## src/rtl/ulpi_reg_access_if.sv

```systemverilog
// Bus bundle between the ULPI register access engine, the PHY pins and the link controller.
// ULPI_RXCMD_CAPTURE_EN adds the rxcmd_valid/rxcmd signals.
interface ulpi_reg_access_if;
   logic       ulpi_dir;
   logic       ulpi_nxt;
   logic [7:0] ulpi_data_in;
   logic [7:0] ulpi_data_out;
   logic       ulpi_data_oe;
   logic       ulpi_stp;
   logic       req_valid;
   logic       req_ready;
   logic       req_write;
   logic [5:0] req_addr;
   logic [7:0] req_wdata;
   logic       rsp_valid;
   logic       rsp_error;
   logic [7:0] rsp_rdata;
   logic       busy;
`ifdef ULPI_RXCMD_CAPTURE_EN
   logic       rxcmd_valid;
   logic [7:0] rxcmd;

   modport master (
      input  ulpi_dir, ulpi_nxt, ulpi_data_in, req_valid, req_write, req_addr, req_wdata,
      output ulpi_data_out, ulpi_data_oe, ulpi_stp, req_ready, rsp_valid, rsp_error,
             rsp_rdata, busy, rxcmd_valid, rxcmd
   );
   modport slave (
      output ulpi_dir, ulpi_nxt, ulpi_data_in, req_valid, req_write, req_addr, req_wdata,
      input  ulpi_data_out, ulpi_data_oe, ulpi_stp, req_ready, rsp_valid, rsp_error,
             rsp_rdata, busy, rxcmd_valid, rxcmd
   );
`else
   modport master (
      input  ulpi_dir, ulpi_nxt, ulpi_data_in, req_valid, req_write, req_addr, req_wdata,
      output ulpi_data_out, ulpi_data_oe, ulpi_stp, req_ready, rsp_valid, rsp_error,
             rsp_rdata, busy
   );
   modport slave (
      output ulpi_dir, ulpi_nxt, ulpi_data_in, req_valid, req_write, req_addr, req_wdata,
      input  ulpi_data_out, ulpi_data_oe, ulpi_stp, req_ready, rsp_valid, rsp_error,
             rsp_rdata, busy
   );
`endif
endinterface

```

## src/rtl/ulpi_reg_access.sv

```systemverilog
// Link-side ULPI register read/write engine (TXCMD, data, STP) with request timeout.
// Optional ULPI_RXCMD_CAPTURE_EN captures RX CMD bytes while the engine is idle or waiting for the bus.
module ulpi_reg_access #(
   parameter int TIMEOUT_CYCLES = 1024,
   parameter int TO_W           = 11
) (
   input  logic            clk,
   input  logic            nrst,
   ulpi_reg_access_if.master bus
);

   typedef enum logic [2:0] {
      S_IDLE, S_TXCMD, S_WAIT_BUS, S_WDATA, S_WSTP, S_RD_TURN, S_RD_DATA, S_RD_END
   } state_t;

   state_t          state_r, state_s;
   logic [7:0]      dout_r, dout_s;
   logic            stp_r, stp_s;
   logic            rsp_valid_r, rsp_valid_s;
   logic            rsp_error_r, rsp_error_s;
   logic [7:0]      rdata_r, rdata_s;
   logic [TO_W-1:0] cnt_r, cnt_s;
   logic            lat_write_r, lat_write_s;
   logic [5:0]      lat_addr_r, lat_addr_s;
   logic [7:0]      lat_wdata_r, lat_wdata_s;
   logic            ready_s;
   logic            accept_s;
   logic            to_hit_s;

   // TXCMD register command: 10aaaaaa for write, 11aaaaaa for read
   function automatic logic [7:0] txcmd_byte(input logic wr, input logic [5:0] addr);
      return {1'b1, ~wr, addr};
   endfunction

   assign ready_s  = (state_r == S_IDLE) && !bus.ulpi_dir;
   assign accept_s = bus.req_valid && ready_s;
   // Counter holds k-1 in cycle k after accept, so the error response lands TIMEOUT_CYCLES cycles after accept
   assign to_hit_s = (state_r != S_IDLE) && (cnt_r == TO_W'(TIMEOUT_CYCLES - 2));

   assign bus.ulpi_data_oe  = ~bus.ulpi_dir;
   assign bus.ulpi_data_out = dout_r;
   assign bus.ulpi_stp      = stp_r;
   assign bus.req_ready     = ready_s;
   assign bus.rsp_valid     = rsp_valid_r;
   assign bus.rsp_error     = rsp_error_r;
   assign bus.rsp_rdata     = rdata_r;
   assign bus.busy          = (state_r != S_IDLE);

   // State and output registers
   always_ff @(posedge clk or negedge nrst) begin
      if (!nrst) begin
         state_r     <= S_IDLE;
         dout_r      <= 8'h00;
         stp_r       <= 1'b0;
         rsp_valid_r <= 1'b0;
         rsp_error_r <= 1'b0;
         rdata_r     <= 8'h00;
         cnt_r       <= '0;
         lat_write_r <= 1'b0;
         lat_addr_r  <= 6'h00;
         lat_wdata_r <= 8'h00;
      end else begin
         state_r     <= state_s;
         dout_r      <= dout_s;
         stp_r       <= stp_s;
         rsp_valid_r <= rsp_valid_s;
         rsp_error_r <= rsp_error_s;
         rdata_r     <= rdata_s;
         cnt_r       <= cnt_s;
         lat_write_r <= lat_write_s;
         lat_addr_r  <= lat_addr_s;
         lat_wdata_r <= lat_wdata_s;
      end
   end

   // Next-state and next-output logic; timeout overrides every transition
   always_comb begin
      state_s     = state_r;
      dout_s      = dout_r;
      stp_s       = 1'b0;
      rsp_valid_s = 1'b0;
      rsp_error_s = 1'b0;
      rdata_s     = rdata_r;
      cnt_s       = cnt_r;
      lat_write_s = lat_write_r;
      lat_addr_s  = lat_addr_r;
      lat_wdata_s = lat_wdata_r;

      case (state_r)
         S_IDLE: begin
            if (accept_s) begin
               state_s     = S_TXCMD;
               dout_s      = txcmd_byte(bus.req_write, bus.req_addr);
               lat_write_s = bus.req_write;
               lat_addr_s  = bus.req_addr;
               lat_wdata_s = bus.req_wdata;
               cnt_s       = '0;
            end else begin
               dout_s = 8'h00;
            end
         end
         S_TXCMD: begin
            if (bus.ulpi_dir) begin
               state_s = S_WAIT_BUS;
               dout_s  = 8'h00;
            end else if (bus.ulpi_nxt) begin
               if (lat_write_r) begin
                  state_s = S_WDATA;
                  dout_s  = lat_wdata_r;
               end else begin
                  state_s = S_RD_TURN;
                  dout_s  = 8'h00;
               end
            end else begin
               dout_s = dout_r;
            end
         end
         S_WAIT_BUS: begin
            if (!bus.ulpi_dir) begin
               state_s = S_TXCMD;
               dout_s  = txcmd_byte(lat_write_r, lat_addr_r);
            end else begin
               dout_s = 8'h00;
            end
         end
         S_WDATA: begin
            if (bus.ulpi_dir) begin
               state_s = S_WAIT_BUS;
               dout_s  = 8'h00;
            end else if (bus.ulpi_nxt) begin
               state_s = S_WSTP;
               stp_s   = 1'b1;
               dout_s  = 8'h00;
            end else begin
               dout_s = lat_wdata_r;
            end
         end
         S_WSTP: begin
            state_s     = S_IDLE;
            dout_s      = 8'h00;
            rsp_valid_s = 1'b1;
         end
         S_RD_TURN: begin
            if (bus.ulpi_dir) begin
               state_s = S_RD_DATA;
            end else begin
               state_s = S_RD_TURN;
            end
            dout_s = 8'h00;
         end
         S_RD_DATA: begin
            state_s = S_RD_END;
            rdata_s = bus.ulpi_data_in;
            dout_s  = 8'h00;
         end
         S_RD_END: begin
            if (!bus.ulpi_dir) begin
               state_s     = S_IDLE;
               rsp_valid_s = 1'b1;
            end else begin
               state_s = S_RD_END;
            end
            dout_s = 8'h00;
         end
         default: begin
            state_s = S_IDLE;
            dout_s  = 8'h00;
         end
      endcase

      if (state_r != S_IDLE) begin
         cnt_s = cnt_r + TO_W'(1);
      end else begin
         cnt_s = cnt_s;
      end

      if (to_hit_s) begin
         state_s     = S_IDLE;
         dout_s      = 8'h00;
         stp_s       = 1'b0;
         rsp_valid_s = 1'b1;
         rsp_error_s = 1'b1;
         rdata_s     = rdata_r;
      end else begin
         rsp_error_s = rsp_error_s;
      end
   end

`ifdef ULPI_RXCMD_CAPTURE_EN
   logic       dir_d_r;
   logic       rxcmd_valid_r;
   logic [7:0] rxcmd_r;

   assign bus.rxcmd_valid = rxcmd_valid_r;
   assign bus.rxcmd       = rxcmd_r;

   // RX CMD capture; the first DIR-high cycle is turnaround and is skipped via dir_d_r
   always_ff @(posedge clk or negedge nrst) begin
      if (!nrst) begin
         dir_d_r       <= 1'b0;
         rxcmd_valid_r <= 1'b0;
         rxcmd_r       <= 8'h00;
      end else begin
         dir_d_r <= bus.ulpi_dir;
         if (((state_r == S_IDLE) || (state_r == S_WAIT_BUS)) &&
             dir_d_r && bus.ulpi_dir && !bus.ulpi_nxt) begin
            rxcmd_valid_r <= 1'b1;
            rxcmd_r       <= bus.ulpi_data_in;
         end else begin
            rxcmd_valid_r <= 1'b0;
         end
      end
   end
`endif

endmodule

```

## src/flat_wrapper.sv

```systemverilog
// flat-port wrapper written by rule: the top's interface ports become plain ports
module ulpi_reg_access_flat 
#(
   parameter int TIMEOUT_CYCLES = 1024,
   parameter int TO_W           = 11
)
  (clk, nrst, bus_ulpi_dir, bus_ulpi_nxt, bus_ulpi_data_in, bus_req_valid, bus_req_write, bus_req_addr, bus_req_wdata, bus_ulpi_data_out, bus_ulpi_data_oe, bus_ulpi_stp, bus_req_ready, bus_rsp_valid, bus_rsp_error, bus_rsp_rdata, bus_busy);
  ulpi_reg_access_if bus_i ();
  input  logic clk;
  input  logic nrst;
  input wire logic [$bits(bus_i.ulpi_dir)-1:0] bus_ulpi_dir;
  input wire logic [$bits(bus_i.ulpi_nxt)-1:0] bus_ulpi_nxt;
  input wire logic [$bits(bus_i.ulpi_data_in)-1:0] bus_ulpi_data_in;
  input wire logic [$bits(bus_i.req_valid)-1:0] bus_req_valid;
  input wire logic [$bits(bus_i.req_write)-1:0] bus_req_write;
  input wire logic [$bits(bus_i.req_addr)-1:0] bus_req_addr;
  input wire logic [$bits(bus_i.req_wdata)-1:0] bus_req_wdata;
  output wire logic [$bits(bus_i.ulpi_data_out)-1:0] bus_ulpi_data_out;
  output wire logic [$bits(bus_i.ulpi_data_oe)-1:0] bus_ulpi_data_oe;
  output wire logic [$bits(bus_i.ulpi_stp)-1:0] bus_ulpi_stp;
  output wire logic [$bits(bus_i.req_ready)-1:0] bus_req_ready;
  output wire logic [$bits(bus_i.rsp_valid)-1:0] bus_rsp_valid;
  output wire logic [$bits(bus_i.rsp_error)-1:0] bus_rsp_error;
  output wire logic [$bits(bus_i.rsp_rdata)-1:0] bus_rsp_rdata;
  output wire logic [$bits(bus_i.busy)-1:0] bus_busy;
  assign bus_i.ulpi_dir = bus_ulpi_dir;
  assign bus_i.ulpi_nxt = bus_ulpi_nxt;
  assign bus_i.ulpi_data_in = bus_ulpi_data_in;
  assign bus_i.req_valid = bus_req_valid;
  assign bus_i.req_write = bus_req_write;
  assign bus_i.req_addr = bus_req_addr;
  assign bus_i.req_wdata = bus_req_wdata;
  assign bus_ulpi_data_out = bus_i.ulpi_data_out;
  assign bus_ulpi_data_oe = bus_i.ulpi_data_oe;
  assign bus_ulpi_stp = bus_i.ulpi_stp;
  assign bus_req_ready = bus_i.req_ready;
  assign bus_rsp_valid = bus_i.rsp_valid;
  assign bus_rsp_error = bus_i.rsp_error;
  assign bus_rsp_rdata = bus_i.rsp_rdata;
  assign bus_busy = bus_i.busy;
  ulpi_reg_access #(.TIMEOUT_CYCLES(TIMEOUT_CYCLES), .TO_W(TO_W)) u_core (.clk(clk), .nrst(nrst), .bus(bus_i));
endmodule
```

## config.mk

```make
export PLATFORM = sky130hd
export DESIGN_NAME = ulpi_reg_access_flat
export DESIGN_NICKNAME = d
export VERILOG_FILES = /design/src/rtl/ulpi_reg_access_if.sv /design/src/rtl/ulpi_reg_access.sv /design/src/flat_wrapper.sv
export SDC_FILE = /design/constraint.sdc
export NUM_CORES = 1
export LEC_CHECK = 0
export CAP_MARGIN = 5
export CORE_ASPECT_RATIO = 1.5
export CORE_MARGIN = 1.5
export CORE_UTILIZATION = 55
export CTS_BUF_LIST = sky130_fd_sc_hd__clkbuf_16
export CTS_CLUSTER_SIZE = 30
export DETAILED_ROUTE_END_ITERATION = 16
export PLACE_DENSITY = 0.84
export SYNTH_ARGS = -nofsm -noshare
export SYNTH_HDL_FRONTEND = slang
export SYNTH_SLANG_ARGS = --single-unit
```

## constraint.sdc

```tcl
create_clock -name clk -period 3.1 [get_ports clk]
set_clock_uncertainty 0.1 [all_clocks]
set_input_delay 0.775 -clock clk [delete_from_list [all_inputs] [get_ports clk]]
set_output_delay 0.775 -clock clk [all_outputs]
set_load 0.1 [all_outputs]
```

### Word-level counts from Yosys, hierarchy flattened

Index checks and enable logic that the tools add are counted.

| storage, ports and cells | value |
|---|---|
| flip-flop bits (word level) | 48 |
| bits in latches | 0 |
| memory bits (writable) | 0 |
| memory bits (read-only) | 0 |
| input bits | 28 |
| output and inout port bits | 22 |
| memories | 0 |

| cells by class | value |
|---|---|
| add/sub/neg operators | 1 |
| multiply operators | 0 |
| divide/modulo/power cells | 0 |
| $lt $le $gt $ge | 0 |
| eq/ne operators | 12 |
| shift operators | 0 |
| multiplexer cells | 31 |
| bitwise gates (word level) | 4 |
| reductions and logical operators | 13 |

Operators with widths:

| kind | count |
|---|---|
| $mux 8 | 8 |
| $pmux 8 s5 | 1 |
| $mux 11 | 3 |
| $mux 3 | 9 |
| $pmux 3 s8 | 1 |
| $eq 3x3->1 const B | 4 |
| $add 11x1->11 const B | 1 |
| $eq 11x10->1 const B | 1 |
| $ne 4x3->1 const B | 2 |
| $mux 1 | 7 |
| $eq 3x2->1 const B | 2 |
| $reduce_and 2->1 | 3 |
| $not 1->1 | 4 |
| $reduce_and 4->1 | 1 |
| $reduce_bool 2->1 | 2 |
| $reduce_or 4->1 | 1 |
| $eq 3x1->1 const B | 1 |
| $logic_and 1x1->1 | 3 |
| $logic_not 3->1 | 1 |
| $ne 3x1->1 const B | 1 |
| $ne 3x2->1 const B | 1 |
| $reduce_bool 3->1 | 1 |
| $mux 2 | 1 |
| $pmux 1 s2 | 1 |
| $logic_not 1->1 | 1 |

### Longest topological paths before layout

Gate-level depths: netlist (run 1).

| depth | value |
|---|---|
| depth after elaboration | 6 |
| mapped depth | 7 |

### Least setup slack after synthesis (run 1)

Ideal clock, no wire load.

| path | value |
|---|---|
| path kind | reg-to-output |
| start | register u_core.state_r[1] |
| end | output bus_req_ready |
| arrival time | 2.926 ns |
| path slack | -0.701 ns |
| stages on the path, launching flop included | 5 |
| path buffers | 1 |
| cell sequence | dfrtp_1 nor3_4 inv_2 buf_1 nor2_1 |

| between the ends | value |
|---|---|
| longest elaborated chain between the ends | 2 |

Ends and longest elaborated chain:

| element | RTL line | RTL |
|---|---|---|
| start, declared | ulpi_reg_access.sv:16 | `state_t state_r, state_s;` |
| start signal, assigned | ulpi_reg_access.sv:63 | `state_r <= state_s;` |
| $logic_not 3->1 | ulpi_reg_access.sv:35 | `assign ready_s = (state_r == S_IDLE) && !bus.ulpi_dir;` |
| $logic_and 1x1->1 | ulpi_reg_access.sv:35 |  |
| end, declared | flat_wrapper.sv:21 | `output wire logic [$bits(bus_i.req_ready)-1:0] bus_req_ready;` |

Every way passes these cells.

### Final worst setup path (run 1)

| path | value |
|---|---|
| start | input bus_ulpi_dir |
| end | output bus_req_ready |

| between the ends | value |
|---|---|
| longest elaborated chain between the ends | 2 |

Ends and longest elaborated chain:

| element | RTL line | RTL |
|---|---|---|
| start, declared | flat_wrapper.sv:11 | `input wire logic [$bits(bus_i.ulpi_dir)-1:0] bus_ulpi_dir;` |
| $logic_not 1->1 | ulpi_reg_access.sv:35 |  |
| $logic_and 1x1->1 | ulpi_reg_access.sv:35 |  |

Every way passes these cells.

==> flow_metrics.tcl, run 1 <==
set metrics [dict create \
    start_util 0.569 \
    hold_path_class "reg2reg" \
    cp_max_fo 14 \
    drtIter0Drc 70 \
    setup_viol_count_final 0 \
    h-tree-depth 2 \
    die-area_um2 5050 \
    clk_latency_ns 0.28 \
    placed_cell_area_um2 3040 \
    io_buffer_count 49 \
    startpoint "bus_ulpi_dir" \
    grt_pass1_vias 1977 \
    nets 320 \
    hold_slack_ns 0.388 \
    synth_edf_count 0 \
    cts_root_buf "clkbuf_16" \
    synth_most_common_cell "dfrtp_1" \
    synth.distinct_cells 45 \
    vias 2008 \
    fp.dieW_um 58.5 \
    status "finished clean" \
    rsz0062_at_grt "false" \
    drtPass1Iterations 5 \
    maxCapViolations 0 \
    report.final.slew_viol_count 0 \
    fillers 331 \
    cts.path.max_buffers 2 \
    ctsHoldBuffers 0 \
    syn_avg_cell_area_um2 10.5 \
    synthCells 243 \
    ir_drop_uv 684 \
    p_total_mw 3.77 \
    period_share 0.844 \
    powerDensity_nw_per_um2 1180 \
    cts.sinks 48 \
    synth_area_leader_cell "dfrtp_1" \
    synth_area_um2 2540 \
    p_leak_nw 1.44 \
    hp-start "u_core.cnt_r[9]" \
    max_freq_ghz 0.382 \
    rows 30 \
    grt.total_usage 0.233 \
    arrival_ns 1.74 \
    endpoint_kind "output port" \
    drt-wirelength-per-cell_um 15.9 \
    cts_made_buffers 5 \
    path_clk_slew_ns 0.06 \
    ant_nets 0 \
    required_ns 2.22 \
    finalSetupTns_ns 0 \
    synth_top_area_share 0.472 \
    cts.repair.resized 0 \
    post-dp-hpwl_mm 3.91 \
    slew-limit-headroom 0.396 \
    grt_pass1_wl_mm 9.07 \
    drive_above_1_share 0.241 \
    ios 50 \
    async_flop_share 1.00 \
    synthTopCellsByCount "48 x dfrtp_1, 23 x a21oi_1, 18 x o21ai_0, 14 x nand2_1, 12 x nor2_1" \
    synthFlopType "dfrtp_1" \
    synth_seq_cells 48 \
    grt.overflow.total 0 \
    final_design_area_no_fill_um2 3210 \
    finalHoldViolations 0 \
    antennaDiodeCount 0 \
    ys_warn_count 0 \
    die_y_um 86.3 \
    syn-num-nets 273 \
    vias_per_cell 5.92 \
    critical_path_class "in2out" \
    gp_congestion 0.915 \
    fin_util 0.718 \
    drt_wl_total_mm 5.40 \
    core-area_um2 4470 \
    post_cts_buffers 0 \
    drcViolationCount 0 \
    grt_max_degree 49 \
    area_growth_pct 26.1 \
    antenna_found_initial 0 \
    startpoint_type "primary input" \
    cts_tree "done" \
    reg2reg_from "u_core.cnt_r[0]" \
    ys_seq_area_frac 0.472 \
    post-route-min-period_ns 2.62 \
    synthTopCellsByArea "dfrtp_1 47%, mux2_4 4.7%, a21oi_1 4.5%" \
    worst_pin_slew_ns 0.903 \
]
layout by cell type, fill, tap and decap left out, types with 2 or more instances in the layout:
master / n
a211oi_1: 8
a21o_1: 6
a21oi_1: 23
a31oi_1: 4
and3_1: 5
buf_12: 3
buf_4: 27
clkbuf_16: 5
clkdlybuf4s50_1: 26
dfrtp_1: 48
ha_1: 2
inv_1: 12
mux2_1: 7
mux2_2: 8
mux2_4: 8
nand2_1: 14
nand2b_1: 9
nand3_1: 6
nand4_1: 3
nor2_1: 11
nor2b_1: 3
nor3_4: 2
o211ai_2: 8
o21ai_0: 18
o31ai_1: 2
worst max-delay path: stages:
cell and delay (ns):
clkdlybuf4s50_1 0.45, buf_4 0.21, nor2_4 0.13, buf_12 0.18
sequential cells by signal, indices dropped and copies added, names as in the netlist:
register                  cells
u_core.bus.ulpi_stp           1
u_core.bus.rsp_rdata          8
u_core.bus.rsp_error          1
u_core.lat_write_r            1
u_core.lat_addr_r             6
u_core.bus.rsp_valid          1
u_core.cnt_r                 11
u_core.bus.ulpi_data_out      8
u_core.lat_wdata_r            8
u_core.state_r                3
through the flow:
stage	std cells	setup WS [ns]
detailed placement	331	0.457
finish	339	0.482
CTS	339	0.479
global placement	331	0.492
floorplan	243	0.0400
global route	339	0.434
kinds of logic after synthesis:
logic type               synth area share
AO/OA/AOI/OAI                       0.194
XOR/XNOR                          0.00345
adder cells (fa/ha/maj)           0.00984
buffers and inverters              0.0556
flip-flops                          0.472
multiplexers                        0.118
AND/OR/NAND/NOR                     0.147
routing by layer:
metal / track usage / vias to the layer above / share of wire
met4: 0.0994 / 0 / 0.016
met3: 0.0418 / 4 / 0.050
li1: - / 965 / -
met1: 0.280 / 972 / 0.41
met2: 0.400 / 67 / 0.53
met5: 0 / - / 0
power breakdown:
| part | internal [mW] | switching [mW] |
|---|---|---|
| Clock | 0.376 | 0.212 |
| Sequential | 0.883 | 0.202 |
| Combinational | 0.669 | 1.43 |
worst paths after layout:
kind,end,slack [ns],depth (start not counted)
min,u_core.cnt_r[9],0.39,1
min reg2reg,u_core.cnt_r[9],0.39,1
max,bus_req_ready,0.48,4
min in group asynchronous,u_core.bus.rsp_valid,0.48,2
max in group asynchronous,u_core.lat_addr_r[1],2.01,2
max reg2reg,u_core.bus.rsp_rdata[3],1.01,6
layout make-up:
| type | instances | area (µm²) | area share |
|---|---|---|---|
| timing repair buffer | 57 | 528 | 0.165 |
| sequential | 48 | 1200 | 0.375 |
| clock inverter | 3 | 38.8 | 0.0121 |
| clock buffer | 5 | 125 | 0.0390 |
| tap | 48 | 60.1 | 0.0187 |
| inverter | 12 | 45.0 | 0.0141 |
| multi-input combinational | 166 | 1210 | 0.377 |
No activity file was read; power rests on OpenSTA's default activity.
==> run 2, diff against run 1 <==
- CORE_UTILIZATION: 55 -> 52
- PLACE_DENSITY: 0.84 -> 0.8
- clock period: 3.1 -> 2.7 ns (I/O delays scaled with it)
==> flow_metrics.tcl, run 2 (synthesis gave the netlist of run 1 again) <==
set metrics [dict create \
    status "finished clean" \
    fin_cells 359 \
    die-area_um2 5330 \
    max_freq_ghz 0.408 \
    clkPwrFrac 0.157 \
    swShare 0.491 \
    endpoint_kind "output port" \
    drtPass1Iterations 4 \
    cp_slowest_stage_delay_ns 0.49 \
    worst_slack_ns 0.247 \
    clk_latency_ns 0.29 \
    worst_path_dominant_cell_family "buffers and inverters" \
    cp.depth 4 \
    core-area_um2 4770 \
    report.final.slew_viol_count 0 \
    worst_r2r_path_depth 6 \
    nets 322 \
    placed_cell_area_um2 3080 \
    required_ns 1.92 \
    fillers 376 \
    powerDensity_nw_per_um2 1340 \
    vias_per_cell 5.71 \
    critical_path_class "in2out" \
    grt_max_degree 26 \
    cp_max_fo 15 \
    grt_pass1_wl_mm 9.31 \
    pre_cts_slack_ns 0.241 \
    rsz0062_at_grt "false" \
    maxCapViolations 0 \
    drtIter0Drc 79 \
    crit_path_top_delay_cell "clkdlybuf4s50_1" \
    drt_wl_total_mm 5.62 \
    vias 2049 \
    p_sw_mw 2.14 \
    rows 31 \
    drcViolationCount 0 \
    cts_root_buf "clkbuf_16" \
    setup_viol_count_final 0 \
    largest-register "u_core.cnt_r" \
    ctsHoldBuffers 0 \
    io_buffer_count 49 \
    drive_above_1_share 0.246 \
    crit_buf_inv 4 \
    ir_drop_uv 903 \
    antennaDiodeCount 0 \
    final_common_cell "dfrtp_1" \
    arrival_ns 1.68 \
    cts_made_buffers 5 \
    fp.dieW_um 60.1 \
    antenna_found_initial 0 \
    worst_pin_slew_ns 0.512 \
    gp_congestion 0.828 \
    drt-wirelength-per-cell_um 15.7 \
    grt.overflow.total 0 \
    die_y_um 88.6 \
    final_design_area_no_fill_um2 3240 \
    p_leak_nw 1.45 \
    cts.repair.resized 0 \
    area_growth_pct 27.6 \
    path_cells "clkdlybuf4s50_1 -> buf_4 -> inv_1 -> buf_12" \
    dp.cells 351 \
    cts.sinks 48 \
    hold_path_class "in2async" \
    startpoint_type "primary input" \
    p_total_mw 4.36 \
    intPower_mw 2.22 \
    ios 50 \
    finalHoldViolations 0 \
    cts.path.max_buffers 2 \
    period_share 0.909 \
    cts_tree "done" \
    post-dp-hpwl_mm 4.09 \
    h-tree-depth 2 \
    post_cts_buffers 0 \
    largest_reg_flops 11 \
    path_clk_slew_ns 0.06 \
    slew-limit-headroom 0.658 \
    mostFrequentLayoutCells "48 x dfrtp_1, 29 x buf_4, 26 x clkdlybuf4s50_1" \
    finalSetupTns_ns 0 \
    pwr-share-comb 0.557 \
    seqPwrFrac 0.286 \
    grt.total_usage 0.230 \
    post-route-min-period_ns 2.45 \
    ant_nets 0 \
    start_util 0.533 \
    grt_pass1_vias 1944 \
]
run 2: stage by stage:
step | utilization | hold WS (ns)
detailed placement | 0.645 | 0.372
global route | 0.680 | 0.315
finish | 0.680 | 0.275
CTS | 0.680 | 0.287
floorplan | - | 0.279
global placement | 0.645 | 0.364
run 2: path summary, 6_finish.rpt:
| kind | startpoint | to | slack (ns) |
|---|---|---|---|
| setup / recovery | bus_ulpi_dir | bus_ulpi_data_oe | 0.25 |
| hold / removal | nrst | u_core.bus.rsp_rdata[3] | 0.27 |
| setup reg to reg | u_core.cnt_r[0] | u_core.bus.rsp_rdata[5] | 0.62 |
| hold reg to reg | u_core.cnt_r[9] | u_core.cnt_r[9] | 0.40 |
| max in group asynchronous | nrst | u_core.lat_addr_r[3] | 1.97 |
| min in group clk | u_core.cnt_r[9] | u_core.cnt_r[9] | 0.40 |
run 2: layout make-up:
class                      instances  area, µm²  area share
clock buffer                       5        125      0.0386
clock inverter                     3       38.8      0.0120
inverter                          12       45.0      0.0139
multi-input combinational        166       1210       0.372
sequential                        48       1200       0.370
tap                               66       82.6      0.0255
timing repair buffer              59        543       0.167
run 2: routing by layer:
layer  wire, µm  track usage
met1       2300        0.285
met5          0            0
met4        103       0.0768
met2       2910        0.393
met3        309       0.0468
run 2: power groups by stage:
stage	clock network (mW)	registers (mW)	logic, mW
floorplan	0	2.02	1.09
detailed placement	0	1.26	2.41
CTS	0.695	1.25	2.43
finish	0.683	1.25	2.43
global placement	0	1.24	2.39
global route	0.718	1.28	2.57
==> run 3, diff against run 2 <==
- CORE_MARGIN: 1.5 -> unset
==> flow_metrics.tcl, run 3 (synthesis gave the netlist of run 1 again) <==
set metrics [dict create \
    status "finished clean" \
    drt-wirelength-per-cell_um 15.6 \
    drt_wl_total_mm 5.59 \
    io_buffer_count 49 \
    powerDensity_nw_per_um2 1320 \
    drcViolationCount 0 \
    grt.total_usage 0.241 \
    post-route-min-period_ns 2.41 \
    post-dp-hpwl_mm 4.01 \
    largest-register "u_core.cnt_r" \
    fin_cells 359 \
    cts_root_buf "clkbuf_16" \
    drtIter0Drc 59 \
    period_share 0.892 \
    startpoint_type "primary input" \
    reg2reg_slack_ns 0.54 \
    crit_path_top_delay_cell "clkdlybuf4s50_1" \
    largest_reg_flops 11 \
    ant_nets 0 \
    worst_pin_slew_ns 0.873 \
    cts_tree "done" \
    grt_pass1_vias 2036 \
    drive_above_1_share 0.254 \
    start_util 0.551 \
    die-area_um2 5180 \
    drtPass1Iterations 4 \
    antennaDiodeCount 0 \
    arrival_ns 1.63 \
    vias 2044 \
    finalHoldViolations 0 \
    startpoint "bus_ulpi_dir" \
    cp-endpoint "bus_ulpi_data_oe" \
    clk_latency_ns 0.29 \
    maxCapViolations 0 \
    cts_made_buffers 5 \
    rsz0062_at_grt "false" \
    dp.cells 351 \
    grt.overflow.total 0 \
    reg2reg_to "u_core.bus.rsp_rdata[0]" \
    nets 324 \
    max_freq_ghz 0.415 \
    antenna_found_initial 0 \
    p_leak_nw 1.45 \
    h-tree-depth 2 \
    ios 50 \
    area_growth_pct 27.4 \
    cts.path.max_buffers 2 \
    crit_buf_inv 4 \
    grt_max_degree 41 \
    path_clk_slew_ns 0.07 \
    cp.depth 4 \
    fin_util 0.701 \
    hold_slack_ns 0.392 \
    ir_drop_uv 896 \
    required_ns 1.92 \
    path_cells "clkdlybuf4s50_1 -> buf_4 -> inv_1 -> buf_12" \
    report.final.slew_viol_count 0 \
    final_common_cell "dfrtp_1" \
    worst_path_dominant_cell_family "buffers and inverters" \
    vias_per_cell 5.69 \
    setup_viol_count_final 0 \
    reg2reg_from "u_core.cnt_r[0]" \
    gp_congestion 0.771 \
    cts.sinks 48 \
    cp_max_fo 4 \
    cp_slowest_stage_delay_ns 0.46 \
    p_total_mw 4.28 \
    ctsHoldBuffers 0 \
    fp.dieW_um 59.1 \
    cts.repair.resized 0 \
    rows 30 \
    core-area_um2 4620 \
    die_y_um 87.6 \
    worst_r2r_path_depth 6 \
    critical_path_class "in2out" \
    hold_path_class "reg2reg" \
    grt_pass1_wl_mm 9.38 \
    slew-limit-headroom 0.418 \
    finalSetupTns_ns 0 \
    mostFrequentLayoutCells "48 x dfrtp_1, 31 x buf_4, 26 x clkdlybuf4s50_1" \
    endpoint_kind "output port" \
    post_cts_buffers 0 \
]
## run 3: changes by cell type in the layout (fill, tap and decap cells not counted)
cell / previous run / this run
buf_4: 29 / 31
bufinv_16: 1 / 0
clkinvlp_4: 0 / 1
inv_1: 12 / 11
inv_6: 0 / 1
## run 3: final cells by class
type                       instances  area (µm²)
multi-input combinational        166        1210
fill                             362        1380
tap                               64        80.1
clock buffer                       5         125
sequential                        48        1200
inverter                          12        45.0
timing repair buffer              61         558
clock inverter                     3        21.3
## run 3: stage by stage
stage	area, µm²	setup slack [ns]
5_1_grt	3240	0.258
6_report	3240	0.293
4_1_cts	3240	0.289
3_3_place_gp	3090	0.156
2_1_floorplan	2550	0.174
3_5_place_dp	3090	0.103
## run 3: per-layer routing
| layer | part of all wire | global-route usage | routed length (µm) |
|---|---|---|---|
| met1 | 0.40 | 0.289 | 2260 |
| met2 | 0.54 | 0.429 | 3000 |
| met3 | 0.043 | 0.0414 | 242 |
| met4 | 0.017 | 0.0866 | 93 |
| met5 | 0 | 0 | 0 |
## run 3: how the worst min path moves through the flow
stage	from	endpoint	slack, ns	depth (start not counted)
finish	u_core.lat_addr_r[1]	u_core.lat_addr_r[1]	0.39	1
global route	u_core.lat_addr_r[1]	u_core.lat_addr_r[1]	0.42	1
CTS	u_core.lat_addr_r[1]	u_core.lat_addr_r[1]	0.40	1
detailed placement	u_core.lat_addr_r[1]	u_core.lat_addr_r[1]	0.38	1
global placement	u_core.cnt_r[10]	u_core.cnt_r[10]	0.37	1
floorplan	nrst	u_core.bus.rsp_error	0.28	0
## run 3: report_power, final
part / internal [mW] / switching, mW
clock: 0.345 / 0.267
combinational: 0.773 / 1.65
sequential: 1.01 / 0.229
total: 2.13 / 2.15
